[src/rtl/rtc_clock_hms.sv]
// Time-of-day counter (24h internal state) with seconds prescaler, run/pause,
// 12h/24h display, range-checked time load and minute-resolution sticky alarm.
module rtc_clock_hms #(
    parameter int DIV       = 100000000,
    parameter bit RESET_24H = 1'b0
) (
    input  logic       clk,
    input  logic       rst,
    input  logic       run,
    input  logic       mode_24h,
    input  logic       set_valid,
    input  logic [4:0] set_hour,
    input  logic [5:0] set_min,
    input  logic [5:0] set_sec,
    input  logic       alarm_en,
    input  logic [4:0] alarm_hour,
    input  logic [5:0] alarm_min,
    input  logic       alarm_clr,
    output logic [4:0] hours,
    output logic [5:0] minutes,
    output logic [5:0] seconds,
    output logic       am_pm,
    output logic       sec_tick,
    output logic       day_tick,
    output logic       set_err,
    output logic       alarm_flag
);

    localparam int CW = (DIV > 1) ? $clog2(DIV) : 1;
    localparam logic [CW-1:0] CNT_MAX = CW'(DIV - 1);

    logic [CW-1:0] cnt, cnt_nxt;
    logic [4:0]    h24, h24_nxt;
    logic [5:0]    min_nxt, sec_nxt;
    logic [4:0]    hours_nxt;
    logic          pm_nxt;
    logic          stick_nxt, dtick_nxt, serr_nxt;
    logic          tick, set_ok, alarm_hit;

    always_comb begin
        set_ok    = (set_hour <= 5'd23) && (set_min <= 6'd59) && (set_sec <= 6'd59);
        tick      = run && (cnt == CNT_MAX);
        cnt_nxt   = cnt;
        h24_nxt   = h24;
        min_nxt   = minutes;
        sec_nxt   = seconds;
        stick_nxt = 1'b0;
        dtick_nxt = 1'b0;
        serr_nxt  = 1'b0;
        alarm_hit = 1'b0;
        hours_nxt = '0;
        pm_nxt    = 1'b0;

        if (run)
            cnt_nxt = tick ? '0 : cnt + 1'b1;

        if (tick) begin
            stick_nxt = 1'b1;
            if (seconds == 6'd59) begin
                sec_nxt = '0;
                if (minutes == 6'd59) begin
                    min_nxt = '0;
                    if (h24 == 5'd23) begin
                        h24_nxt   = '0;
                        dtick_nxt = 1'b1;
                    end else begin
                        h24_nxt = h24 + 5'd1;
                    end
                end else begin
                    min_nxt = minutes + 6'd1;
                end
            end else begin
                sec_nxt = seconds + 6'd1;
            end
        end

        // A valid load overrides a coincident tick entirely, including its pulses.
        if (set_valid && set_ok) begin
            h24_nxt   = set_hour;
            min_nxt   = set_min;
            sec_nxt   = set_sec;
            cnt_nxt   = '0;
            stick_nxt = 1'b0;
            dtick_nxt = 1'b0;
        end else if (set_valid) begin
            serr_nxt = 1'b1;
        end

        // Only a counted second can fire; sec_nxt==0 restricts it to the minute boundary.
        alarm_hit = alarm_en && stick_nxt && (h24_nxt == alarm_hour) &&
                    (min_nxt == alarm_min) && (sec_nxt == 6'd0);

        pm_nxt = (h24_nxt >= 5'd12);
        if (mode_24h)
            hours_nxt = h24_nxt;
        else if (h24_nxt == 5'd0)
            hours_nxt = 5'd12;
        else if (h24_nxt > 5'd12)
            hours_nxt = h24_nxt - 5'd12;
        else
            hours_nxt = h24_nxt;
    end

    always_ff @(posedge clk or posedge rst) begin
        if (rst) begin
            cnt        <= '0;
            h24        <= '0;
            minutes    <= '0;
            seconds    <= '0;
            hours      <= RESET_24H ? 5'd0 : 5'd12;
            am_pm      <= 1'b0;
            sec_tick   <= 1'b0;
            day_tick   <= 1'b0;
            set_err    <= 1'b0;
            alarm_flag <= 1'b0;
        end else begin
            cnt        <= cnt_nxt;
            h24        <= h24_nxt;
            minutes    <= min_nxt;
            seconds    <= sec_nxt;
            hours      <= hours_nxt;
            am_pm      <= pm_nxt;
            sec_tick   <= stick_nxt;
            day_tick   <= dtick_nxt;
            set_err    <= serr_nxt;
            if (alarm_hit)
                alarm_flag <= 1'b1;
            else if (alarm_clr)
                alarm_flag <= 1'b0;
        end
    end

endmodule

[config.mk]
export PLATFORM = sky130hd
export DESIGN_NAME = rtc_clock_hms
export DESIGN_NICKNAME = d
export VERILOG_FILES = /design/src/rtl/rtc_clock_hms.sv
export SDC_FILE = /design/constraint.sdc
export NUM_CORES = 1
export LEC_CHECK = 0
export ABC_AREA = 1
export CAP_MARGIN = 0
export CELL_PAD_IN_SITES_DETAIL_PLACEMENT = 0
export CELL_PAD_IN_SITES_GLOBAL_PLACEMENT = 1
export CORE_MARGIN = 3
export CORE_UTILIZATION = 35
export CTS_CLUSTER_DIAMETER = 100
export DETAILED_ROUTE_END_ITERATION = 16
export GPL_ROUTABILITY_DRIVEN = 1
export HOLD_SLACK_MARGIN = 0.03
export PLACE_DENSITY_LB_ADDON = 0.08
export SYNTH_ARGS = -nofsm -noshare
export SYNTH_HDL_FRONTEND = slang
export SYNTH_SLANG_ARGS = --single-unit
[constraint.sdc]
create_clock -name clk -period 2.45 [get_ports clk]
set_input_delay 0.49 -clock clk [delete_from_list [all_inputs] [get_ports clk]]
set_output_delay 0.49 -clock clk [all_outputs]
set_load 0.01 [all_outputs]
==> results.cfg <==
[outcome]
outcome = completed

[synthesis]
fraction_of_the_mapped_netlist_area_in_adder_cells_pct = 1.98
synth_edf_count = 0
yosysSeqAreaShare_pct = 35.7
synth-seq-cells = 54
synth_nets = 604
ys_top_cells_by_area = dfrtp_1 (34%), nand2_1 (14%), inv_1 (8.4%)
synthXorXnorAreaFrac_pct = 0.692
synth_top_area_cell = dfrtp_1
synthFlopType = dfrtp_1
yosysTopAreaCellShare_pct = 34.3
syn-instance-count = 563
mappedNetlistArea_mm2 = 0.00380
mux_contribution_to_synthesized_area_pct = 0
post_synth_and_or_nand_nor_area_fraction_pct = 44.3
combinational_family_with_the_most_area_after_synthesis = simple AND/OR/NAND/NOR gates
async_flop_share_pct = 100
cell_variety_after_synth = 38
synth.avg_cell_area_um2 = 6.74
synth_compound_area_share_pct = 6.79
ys_warn_count = 0

[power]
power_per_standard_cell_area_mw_per_mm2 = 462
vdd_ir_drop_max_mv = 0.313
p_leak_nw = 2.60

[min_path]
worst_hold_path_type = reg2reg
worst_hold_path.num_cells = 1
min_to = cnt[5]
holdCritStartpoint = cnt[5]

[worst_setup_path]
critical_path.startpoint_type = input pin
startpoint_of_the_worst_slack_reg_to_reg_timing_path = seconds[1]
crit_path_cell_trace = clkdlybuf4s50_1 > nand4_1 > nand4_4 > buf_12 > inv_1 > buf_12 > buf_4 > nand2_1 > nand2_1 > nand2_1 > nand2_1 > nor2_1 > nand2_1 > nor2_2 > nand2_1 > nand2_1
crit_required_ns = 2.72
critical_path.slowest_cell = clkdlybuf4s50_1
timing.critical_path.slowest_cell_delay_ns = 0.49
cp_common_cell = nand2_1
worstRegToRegCells = 17
reg2reg_setup_slack_ns = 0.21
critical_path_peak_fanout = 20
timing.critical_path.to_type = flip-flop
r2r-end = hours[2]
critPathKind = in2reg
critPathArrivalTime_ns = 2.60

[floorplan]
die_outline_width_um = 110
coreArea_mm2 = 0.0104
die_y_um = 110
die-area_mm2 = 0.0121
initial_utilization_pct = 36.5
std_cell_rows = 37
io-pin-count = 57

[cts]
h-tree-depth = 2
number_of_buffers_added_to_fix_hold_violations_after_cts = 0
worst_skew_pair.late_latency_ns = 0.33
cts-root-to-sink-buffers = 2
cts.root.buffer_cell = clkbuf_8
clkTransAtPathRegs_ns = 0.10
cts_num_sinks = 54
number_of_buffers_created_by_cts = 5
tritoncts = yes

[sta]
grt_setup_unrepaired = true
timing.clock.skew_ns = 0.0120
worst-slew-pin-transition_ns = 0.360
finalWorstPathRequiredPeriod_ns = 2.33
fin_worst_hold_slack_ns = 0.493
final_max_slew_viol_count = 0
timing.final.setup_violations = 0
slew_hr_pct = 75.8
period_share_pct = 95.2
max_freq_mhz = 429
finalHoldViolCount = 0
fin_tns_setup_ns = 0

[global_route]
grtUsageTotal_pct = 20.1
via_count_of_the_first_global_routing_pass = 3853
antenna_found_initial = 0
first_pass_grt_wire_length_mm = 19.0
grt_max_degree = 55
grt-ovfl-total = 0

[routing]
drt_pass1_iterations = 5
via_per_inst = 4.82
via_count = 3988
drt_drc_violations_left = 0
drtIter0Drc = 141
route.final.wire_length_mm = 11.3
drt.antenna.violating_nets = 0
detail_route.wl_per_cell_um = 13.7

[final_layout]
layout.nets = 733
n_antenna_cell = 0
syn2layout_area_growth_pct = 39.3
final_layout_size_suffix_gt1_share_pct = 21.4

[place]
gp_congestion = 0.822
port-buffer-count = 56
post-dp-hpwl_mm = 8.86

[flow_run]
timing.max_cap.violations = 0
==> worst max path at each step <==
| stage | cells after the start | to | from |
|---|---|---|---|
| CTS | 15 | hours[2] | run |
| finish | 16 | alarm_flag | set_sec[2] |
| detailed placement | 15 | hours[2] | run |
| global route | 11 | cnt[19] | set_sec[2] |
| floorplan | 17 | hours[2] | seconds[1] |
| global placement | 15 | hours[2] | run |
==> logic make-up (layout without fill, tap and decap cells) <==
logic type / after synthesis / count (layout)
buf+inv: 101 / 230
simple gates: 355 / 355
fa+ha+maj: 6 / 6
xor+xnor: 3 / 3
compound gates: 44 / 44
flops: 54 / 54
==> state kept, by name, summed over array words and instances, names as in the netlist, 5 cells and up <==
signal and cells:
seconds 6, minutes 6, cnt 27, hours 5, h24 5
==> Yosys cell counts (6+ instances only) <==
master,count
a21oi_1,19
nor2_1,66
nand4_1,21
nand3_1,60
o21ai_0,11
nand3_2,9
inv_1,85
nor2_2,9
nor3_1,17
dfrtp_1,52
or2_2,7
ha_1,6
nand2_1,144
inv_2,6
nand2_2,6
==> layer usage <==
metal | global-route usage (%) | share of wire [%] | wire length (um) | up-vias
li1 | - | - | - | 2058
met1 | 29.9 | 51 | 5750 | 1851
met2 | 30.5 | 44 | 4990 | 68
met3 | 2.97 | 3.7 | 415 | 11
met4 | 5.19 | 1.4 | 155 | 0
met5 | 0 | 0 | 0 | -
==> critical path: cells and delay by family <==
kind,cells,cell delay (ns)
and+or+nand+nor,11,1.05
buffers and inverters,5,1.05
==> layout by cell type (no fill, tap or decap), types with 7 or more instances in the layout <==
cell type,count
nand3_1,58
nand2_2,7
or2_2,7
inv_1,82
nor2_1,64
a21oi_1,19
nor2_2,9
nand3_2,10
dfrtp_1,51
inv_2,9
nand2_1,142
nand4_1,21
clkdlybuf4s50_1,55
buf_4,70
nor3_1,16
o21ai_0,10
==> power breakdown <==
part | switching [mW] | internal, mW | leakage [nW]
clock | 0.323 | 0.328 | 0.0573
sequential | 0.0652 | 0.969 | 0.692
combinational | 0.378 | 0.380 | 1.85
==> area by class of cell <==
type	count	area [um2]
repair buffers	131	1190
well taps	136	170
inverters	92	348
fillers	1078	5120
multi-input cells	408	2120
clock inverters	1	30.0
flip-flops and latches	54	1360
clock buffers	6	82.6
==> metrics by stage <==
| step | cell area, um2 | setup WS, ns | utilization, % | power, mW | instances |
|---|---|---|---|---|---|
| 3_5_place_dp | 5020 | -0.347 | 48.2 | 1.78 | 810 |
| 2_1_floorplan | 3800 | 0.252 | - | 1.40 | 563 |
| 5_1_grt | 5290 | -0.0649 | 50.8 | 2.61 | 828 |
| 4_1_cts | 5130 | 0.00678 | 49.2 | 2.44 | 817 |
| 6_report | 5290 | 0.118 | 50.8 | 2.44 | 828 |
| 3_3_place_gp | 5020 | -0.369 | 48.2 | 1.78 | 810 |
==> timing repair <==
action / in CTS / in global routing
gates resized for setup: 0 / 23
endpoints found under the setup margin: 0 / 17
buffers inserted: 0 / 11
Note: power is estimated with default switching activity, not from simulation.
